## config.mk

```make
export PLATFORM = sky130hd
export DESIGN_NAME = fc_output_collector_flat
export DESIGN_NICKNAME = d
export VERILOG_FILES = /design/src/rtl/fc_output_collector_pkg.sv /design/src/rtl/fc_output_collector_if.sv /design/src/rtl/fc_output_collector_act_buffer.sv /design/src/rtl/fc_output_collector.sv /design/src/flat_wrapper.sv
export SDC_FILE = /design/constraint.sdc
export NUM_CORES = 2
export LEC_CHECK = 0
export CAP_MARGIN = 40
export CORE_MARGIN = 2
export CORE_UTILIZATION = 55
export CTS_CLUSTER_SIZE = 25
export DETAILED_ROUTE_END_ITERATION = 7
export PLACE_DENSITY = 0.71
export SYNTH_ARGS = -nofsm -noshare
export SYNTH_HDL_FRONTEND = slang
export SYNTH_HIERARCHICAL = 1
export SYNTH_SLANG_ARGS = --single-unit
```

## constraint.sdc

```tcl
create_clock -name clk -period 3.75 [get_ports clk]
set_input_delay 0.9375 -clock clk [delete_from_list [all_inputs] [get_ports clk]]
set_output_delay 0.9375 -clock clk [all_outputs]
set_load 0.02 [all_outputs]
```

## src/rtl/fc_output_collector_pkg.sv

```systemverilog
// Shared definitions for the fully-connected output collector: default sizing
// and the collector FSM state encoding.
package fc_output_collector_pkg;

    localparam int N_HIDDEN   = 128;
    localparam int DATA_W_DEF = 16;
    localparam int CNT_W_DEF  = 8;

    typedef enum logic [1:0] {
        ST_COLLECT  = 2'd0,
        ST_PRESTART = 2'd1,
        ST_STREAM   = 2'd2,
        ST_FINISH   = 2'd3
    } fc_state_e;

endpackage : fc_output_collector_pkg

```

## src/rtl/fc_output_collector_if.sv

```systemverilog
// Stream bundle between the fully-connected layer, the collector and the next
// layer; the slave view is the collector itself.
interface fc_output_collector_if
    import fc_output_collector_pkg::*;
#(
    parameter int DATA_W = DATA_W_DEF
) ();

    logic [DATA_W-1:0] s_data;
    logic              s_valid;
    logic              s_done;
    logic              m_start;
    logic [DATA_W-1:0] m_data;
    logic              m_valid;
    logic              frame_done;
    logic              busy;
    logic              err_short;
    logic              err_drop;

    modport slave (
        input  s_data,
        input  s_valid,
        input  s_done,
        output m_start,
        output m_data,
        output m_valid,
        output frame_done,
        output busy,
        output err_short,
        output err_drop
    );

    modport master (
        output s_data,
        output s_valid,
        output s_done,
        input  m_start,
        input  m_data,
        input  m_valid,
        input  frame_done,
        input  busy,
        input  err_short,
        input  err_drop
    );

endinterface : fc_output_collector_if

```

## src/rtl/fc_output_collector_act_buffer.sv

```systemverilog
// Activation buffer: one write port, one read port with a registered
// (1-cycle) output. Contents are deliberately left uninitialised.
module fc_output_collector_act_buffer #(
    parameter int DEPTH  = 128,
    parameter int DATA_W = 16,
    parameter int ADDR_W = 7
) (
    input  logic              clk,
    input  logic              we,
    input  logic [ADDR_W-1:0] waddr,
    input  logic [DATA_W-1:0] wdata,
    input  logic              re,
    input  logic [ADDR_W-1:0] raddr,
    output logic [DATA_W-1:0] rdata
);

    logic [DATA_W-1:0] mem_r [DEPTH];
    logic [DATA_W-1:0] rdata_r;

    // Storage write and synchronous read
    always_ff @(posedge clk) begin
        if (we) begin
            mem_r[waddr] <= wdata;
        end
        if (re) begin
            rdata_r <= mem_r[raddr];
        end
    end

    assign rdata = rdata_r;

endmodule : fc_output_collector_act_buffer

```

## src/rtl/fc_output_collector.sv

```systemverilog
// Collects one frame of fully-connected results (with optional ReLU) and
// re-streams it in index order, framed by start and done pulses.
module fc_output_collector
    import fc_output_collector_pkg::*;
#(
    parameter int N_NEURONS = N_HIDDEN,
    parameter int DATA_W    = DATA_W_DEF,
    parameter bit RELU_EN   = 1'b1,
    parameter int CNT_W     = CNT_W_DEF
) (
    input  logic                  clk,
    input  logic                  reset,
    fc_output_collector_if.slave  bus
);

    localparam int ADDR_W = (N_NEURONS > 1) ? $clog2(N_NEURONS) : 1;
    localparam logic [CNT_W-1:0] LAST_IDX = CNT_W'(N_NEURONS - 1);
    localparam logic [CNT_W-1:0] N_CNT    = CNT_W'(N_NEURONS);
    localparam logic [CNT_W-1:0] ONE      = CNT_W'(1);
    localparam logic [CNT_W-1:0] ZERO     = CNT_W'(0);

    fc_state_e         state_r;
    fc_state_e         state_nxt_s;
    logic [CNT_W-1:0]  wr_idx_r;
    logic [CNT_W-1:0]  rd_idx_r;
    logic [CNT_W-1:0]  beat_cnt_r;
    logic              complete_s;
    logic              abort_s;
    logic              we_s;
    logic              re_s;
    logic [DATA_W-1:0] wdata_s;
    logic [DATA_W-1:0] rdata_s;

    logic              m_start_r;
    logic [DATA_W-1:0] m_data_r;
    logic              m_valid_r;
    logic              frame_done_r;
    logic              busy_r;
    logic              err_short_r;
    logic              err_drop_r;

    function automatic logic [DATA_W-1:0] relu(input logic [DATA_W-1:0] x);
        logic [DATA_W-1:0] y;
        if (RELU_EN && x[DATA_W-1]) begin
            y = {DATA_W{1'b0}};
        end else begin
            y = x;
        end
        return y;
    endfunction

    // A write of the last index completes the frame even if s_done arrives with it
    assign we_s       = (state_r == ST_COLLECT) && bus.s_valid;
    assign complete_s = we_s && (wr_idx_r == LAST_IDX);
    assign abort_s    = (state_r == ST_COLLECT) && bus.s_done && !complete_s
                        && (wr_idx_r != ZERO);
    assign wdata_s    = relu(bus.s_data);
    assign re_s       = (rd_idx_r < N_CNT);

    // rd_idx_r runs one address ahead of the output beat so that m_data can be
    // a resettable register behind the RAM's own output register.
    fc_output_collector_act_buffer #(
        .DEPTH  (N_NEURONS),
        .DATA_W (DATA_W),
        .ADDR_W (ADDR_W)
    ) u_act_buffer (
        .clk   (clk),
        .we    (we_s),
        .waddr (wr_idx_r[ADDR_W-1:0]),
        .wdata (wdata_s),
        .re    (re_s),
        .raddr (rd_idx_r[ADDR_W-1:0]),
        .rdata (rdata_s)
    );

    // Next-state logic
    always_comb begin
        state_nxt_s = state_r;
        case (state_r)
            ST_COLLECT: begin
                if (complete_s) begin
                    state_nxt_s = ST_PRESTART;
                end else begin
                    state_nxt_s = ST_COLLECT;
                end
            end
            ST_PRESTART: state_nxt_s = ST_STREAM;
            ST_STREAM: begin
                if (beat_cnt_r == LAST_IDX) begin
                    state_nxt_s = ST_FINISH;
                end else begin
                    state_nxt_s = ST_STREAM;
                end
            end
            ST_FINISH: state_nxt_s = ST_COLLECT;
            default:   state_nxt_s = ST_COLLECT;
        endcase
    end

    // State register
    always_ff @(posedge clk or negedge reset) begin
        if (!reset) begin
            state_r <= ST_COLLECT;
        end else begin
            state_r <= state_nxt_s;
        end
    end

    // Write index, read-ahead index and beat counter
    always_ff @(posedge clk or negedge reset) begin
        if (!reset) begin
            wr_idx_r   <= ZERO;
            rd_idx_r   <= ZERO;
            beat_cnt_r <= ZERO;
        end else begin
            beat_cnt_r <= (state_r == ST_STREAM) ? beat_cnt_r + ONE : ZERO;
            case (state_r)
                ST_COLLECT: begin
                    rd_idx_r <= complete_s ? ONE : ZERO;
                    if (abort_s) begin
                        wr_idx_r <= ZERO;
                    end else if (we_s) begin
                        wr_idx_r <= wr_idx_r + ONE;
                    end else begin
                        wr_idx_r <= wr_idx_r;
                    end
                end
                ST_PRESTART, ST_STREAM: begin
                    if (rd_idx_r < N_CNT) begin
                        rd_idx_r <= rd_idx_r + ONE;
                    end
                end
                ST_FINISH: begin
                    wr_idx_r <= ZERO;
                    rd_idx_r <= ZERO;
                end
                default: begin
                    wr_idx_r <= ZERO;
                    rd_idx_r <= ZERO;
                end
            endcase
        end
    end

    // Registered outputs, decoded from the upcoming state
    always_ff @(posedge clk or negedge reset) begin
        if (!reset) begin
            m_start_r    <= 1'b0;
            m_data_r     <= {DATA_W{1'b0}};
            m_valid_r    <= 1'b0;
            frame_done_r <= 1'b0;
            busy_r       <= 1'b0;
            err_short_r  <= 1'b0;
            err_drop_r   <= 1'b0;
        end else begin
            m_start_r    <= (state_nxt_s == ST_PRESTART);
            m_valid_r    <= (state_nxt_s == ST_STREAM);
            m_data_r     <= (state_nxt_s == ST_STREAM) ? rdata_s : {DATA_W{1'b0}};
            frame_done_r <= (state_nxt_s == ST_FINISH);
            busy_r       <= (state_nxt_s != ST_COLLECT);
            err_short_r  <= err_short_r | abort_s;
            err_drop_r   <= err_drop_r | ((state_r != ST_COLLECT) && bus.s_valid);
        end
    end

    assign bus.m_start    = m_start_r;
    assign bus.m_data     = m_data_r;
    assign bus.m_valid    = m_valid_r;
    assign bus.frame_done = frame_done_r;
    assign bus.busy       = busy_r;
    assign bus.err_short  = err_short_r;
    assign bus.err_drop   = err_drop_r;

endmodule : fc_output_collector

```

## src/flat_wrapper.sv

```systemverilog
// flat-port wrapper written by rule: the top's interface ports become plain ports
module fc_output_collector_flat import fc_output_collector_pkg::*;
#(
    parameter int N_NEURONS = N_HIDDEN,
    parameter int DATA_W    = DATA_W_DEF,
    parameter bit RELU_EN   = 1'b1,
    parameter int CNT_W     = CNT_W_DEF
)
  (clk, reset, bus_s_data, bus_s_valid, bus_s_done, bus_m_start, bus_m_data, bus_m_valid, bus_frame_done, bus_busy, bus_err_short, bus_err_drop);
  fc_output_collector_if #(.DATA_W(DATA_W)) bus_i ();
  input  logic clk;
  input  logic reset;
  input wire logic [$bits(bus_i.s_data)-1:0] bus_s_data;
  input wire logic [$bits(bus_i.s_valid)-1:0] bus_s_valid;
  input wire logic [$bits(bus_i.s_done)-1:0] bus_s_done;
  output wire logic [$bits(bus_i.m_start)-1:0] bus_m_start;
  output wire logic [$bits(bus_i.m_data)-1:0] bus_m_data;
  output wire logic [$bits(bus_i.m_valid)-1:0] bus_m_valid;
  output wire logic [$bits(bus_i.frame_done)-1:0] bus_frame_done;
  output wire logic [$bits(bus_i.busy)-1:0] bus_busy;
  output wire logic [$bits(bus_i.err_short)-1:0] bus_err_short;
  output wire logic [$bits(bus_i.err_drop)-1:0] bus_err_drop;
  assign bus_i.s_data = bus_s_data;
  assign bus_i.s_valid = bus_s_valid;
  assign bus_i.s_done = bus_s_done;
  assign bus_m_start = bus_i.m_start;
  assign bus_m_data = bus_i.m_data;
  assign bus_m_valid = bus_i.m_valid;
  assign bus_frame_done = bus_i.frame_done;
  assign bus_busy = bus_i.busy;
  assign bus_err_short = bus_i.err_short;
  assign bus_err_drop = bus_i.err_drop;
  fc_output_collector #(.N_NEURONS(N_NEURONS), .DATA_W(DATA_W), .RELU_EN(RELU_EN), .CNT_W(CNT_W)) u_core (.clk(clk), .reset(reset), .bus(bus_i));
endmodule
```

==> run summary <==
CTS root buf = clkbuf_16
Fin util = 64.0%
Clk pwr share = 43.2%
First-pass GRT wire length = 272 mm
Layout cells sized above 1 = 32.0%
Vias = 37600
Mapped cell area = 0.0810 sq mm
Reg clk slew, reported paths = 70 ps
FF/Latch Area = 0.0632 sq mm
Grt ovf = 0
Largest net degree at the start of global routing = 129
Post-CTS Setup Inserts = 0
TritonRoute pass-1 iters = 5
Critical Path Start Type = flip-flop
P_leak = 26.2 nW
Crit-path max FO = 34
Commonest non-fill, non-tap cell in the layout = edfxtp_1
Core area = 0.146 sq mm
Ports = 42
Worst slew pin tran = 933 ps
Latest clock arrival within the worst-skew pair = 860 ps
Final Power = 46.4 mW
Post-route ant nets = 0
Max Cap Viol = 0
DR WL/cell = 32.1 um
Sequential Power Share = 55.8%
Final HPWL from detailed placement = 108 mm
Worst path arrival time = 4190 ps
Routability cong. = 0.850
Max frequency = 279 MHz
Comb power frac = 1.0%
NetSw = 9.27 mW
Rel. slew slack = 37.8%
Yosys top cell by area = edfxtp_1
Int Pwr = 37.2 mW
Post-layout nets = 3811
Worst setup EP type = flip-flop
Seq/Total Area, Yosys = 78.0%
Hold crit path type = in2async
Hold Buf Count CTS = 0
Minimum clock period = 3590 ps
Post-Syn Instances = 3330
Synth async-reset ratio = 2.27%
Ys Warns = 6
Rows = 140
Worst EP required = 4350 ps
Syn_area_per_cell = 24.3 sq um
CTS tree = built
PwrDens = 497 mW/mm^2
Synth top area cells = edfxtp_1, mux4_2, dfrtp_1
Fin. Hold Viols = 0
Critical path origin = u_core/rd_idx_r[0]
Routed wire length = 189 mm
Final Skew = 52.8 ps
Max H-tree Level = 4
Final Max Slew Viols = 0
Post_cts resized = 0
Yosys cell types = 49
Period utilization = 95.7%
Max VDD drop = 478 uV
Yosys top cell area share = 76.5%
Total CTS buffers = 202
Most frequent cells in the layout = edfxtp_1, mux4_2, clkbuf_16, buf_4, nor2_1
Initial Util = 55.5%
Clk sinks = 2112
Ys flop type = edfxtp_1
Number of global-route vias before repair = 37800
DR iter-0 viols = 5283
Area Overhead vs Synth = 15.2%
All-Layer GR Usage = 25.5%
Sw frac = 20.0%
Critical path class = reg2reg
Clock Tree Buf Depth = 3
DIE WIDTH = 388 um
Multi-input gate area = 0.0177 sq mm
DRC Markers = 0
WHS = 162 ps
Initial antenna violation count = 16
Fillers = 9255
Unrepaired setup endpoints after global routing = no
Height of the die = 388 um
Worst r2r src = u_core/rd_idx_r[0]
# port buffers = 41
Vias/cell = 6.39
Run status = finished clean
Yosys reg bits = 2112
Die ar. = 0.150 sq mm
Post-synth EDFFs = 2064
Endpoints failing setup = 0
## flip-flops by register name (all words and copies together) (netlist names)
| register | cells |
|---|---|
| u_core/wr_idx_r | 8 |
| u_core/beat_cnt_r | 8 |
| u_core/bus.err_short | 1 |
| u_core/u_act_buffer/rdata | 16 |
| u_core/bus.m_data | 16 |
| u_core/u_act_buffer/mem_r | 2048 |
| u_core/bus.m_start | 1 |
| u_core/state_r | 2 |
| u_core/bus.err_drop | 1 |
| u_core/rd_idx_r | 8 |
| u_core/bus.frame_done | 1 |
| u_core/bus.busy | 1 |
| u_core/bus.m_valid | 1 |
## cell usage after synthesis (3+ instances only)
cell      number
edfxtp_1    2064
mux4_2       672
nor2_1       149
clkbuf_1      89
buf_2         53
dfrtp_1       48
nand2_1       44
buf_1         28
nor2b_1       25
nand3_1       19
mux2_2        16
nor3_1        16
a21oi_1       12
inv_1          9
o21ai_0        9
and2_1         8
ha_1           8
nand4_1        6
nand2b_1       5
nand3b_1       5
or3_1          4
a21boi_0       3
a31oi_1        3
o211ai_1       3
xnor2_1        3
## logic make-up (layout without fill, tap and decap cells)
kind of cell	after synthesis	after routing	synth area share (%)
AND/OR/NAND/NOR	293	293	1.66
XOR/XNOR	5	5	0.0541
multiplexers	690	690	18.9
other	1	131	0.00463
buffers and inverters	185	686	0.968
adder cells (fa/ha/maj)	8	8	0.124
AO/OA/AOI/OAI	36	36	0.264
flip-flops	2112	2112	78.0
## worst max-delay path: stages (launching register included)
cell     delay, ps
dfrtp_4        600
buf_12         280
buf_12         310
mux4_2         580
mux4_2         580
mux4_2         590
mux2_2         300
## routing by layer
layer	wire length [um]	up-vias	GRT usage [%]	share of wire, %
met1	73200	20100	37.3	39
met3	19800	309	5.66	11
li1	-	15100	-	-
met4	5650	8	8.21	3.0
met2	90100	2061	39.2	48
met5	53	-	0	0.028
## metrics by stage
step | area, sq um | setup slack (ps) | setup TNS, ps | cells
after floorplan | 81500 | -1350 | -2493550 | 3457
after global placement | 86600 | 225 | 0 | 5492
after detailed placement | 86700 | 203 | 0 | 5496
after CTS | 93300 | 184 | 0 | 5875
after global routing | 93300 | 123 | 0 | 5875
final | 93300 | 161 | 0 | 5878
## layout make-up
type	count	area share, %
Sequential cell	2112	67.7
Multi-Input combinational cell	1160	18.9
Clock buffer	260	5.77
Timing Repair Buffer	297	3.66
Tap cell	1917	2.57
Clock inverter	119	1.30
Inverter	10	0.0402
Antenna cell	3	0.00804
## final timing paths
check / endpoint / slack, ps / depth (start not counted)
worst max-delay path: u_core/u_act_buffer/rdata[1] / 160 / 6
worst min-delay path: u_core/bus.frame_done / 160 / 1
worst max register to register: u_core/u_act_buffer/rdata[1] / 160 / 6
worst min register to register: u_core/beat_cnt_r[0] / 460 / 1
max in group asynchronous: u_core/wr_idx_r[6] / 2870 / 2
min in group clk: u_core/beat_cnt_r[0] / 460 / 1
## power by group through the flow
stage / logic [mW] / clock network (mW) / registers, mW
2_1_floorplan: 0.175 / 0 / 26.4
3_3_place_gp: 0.445 / 0 / 26.4
3_5_place_dp: 0.473 / 0 / 26.4
4_1_cts: 0.472 / 20.3 / 25.9
5_1_grt: 0.515 / 21.3 / 25.9
6_report: 0.477 / 20.1 / 25.9
Power figures use the tool's default switching activity.
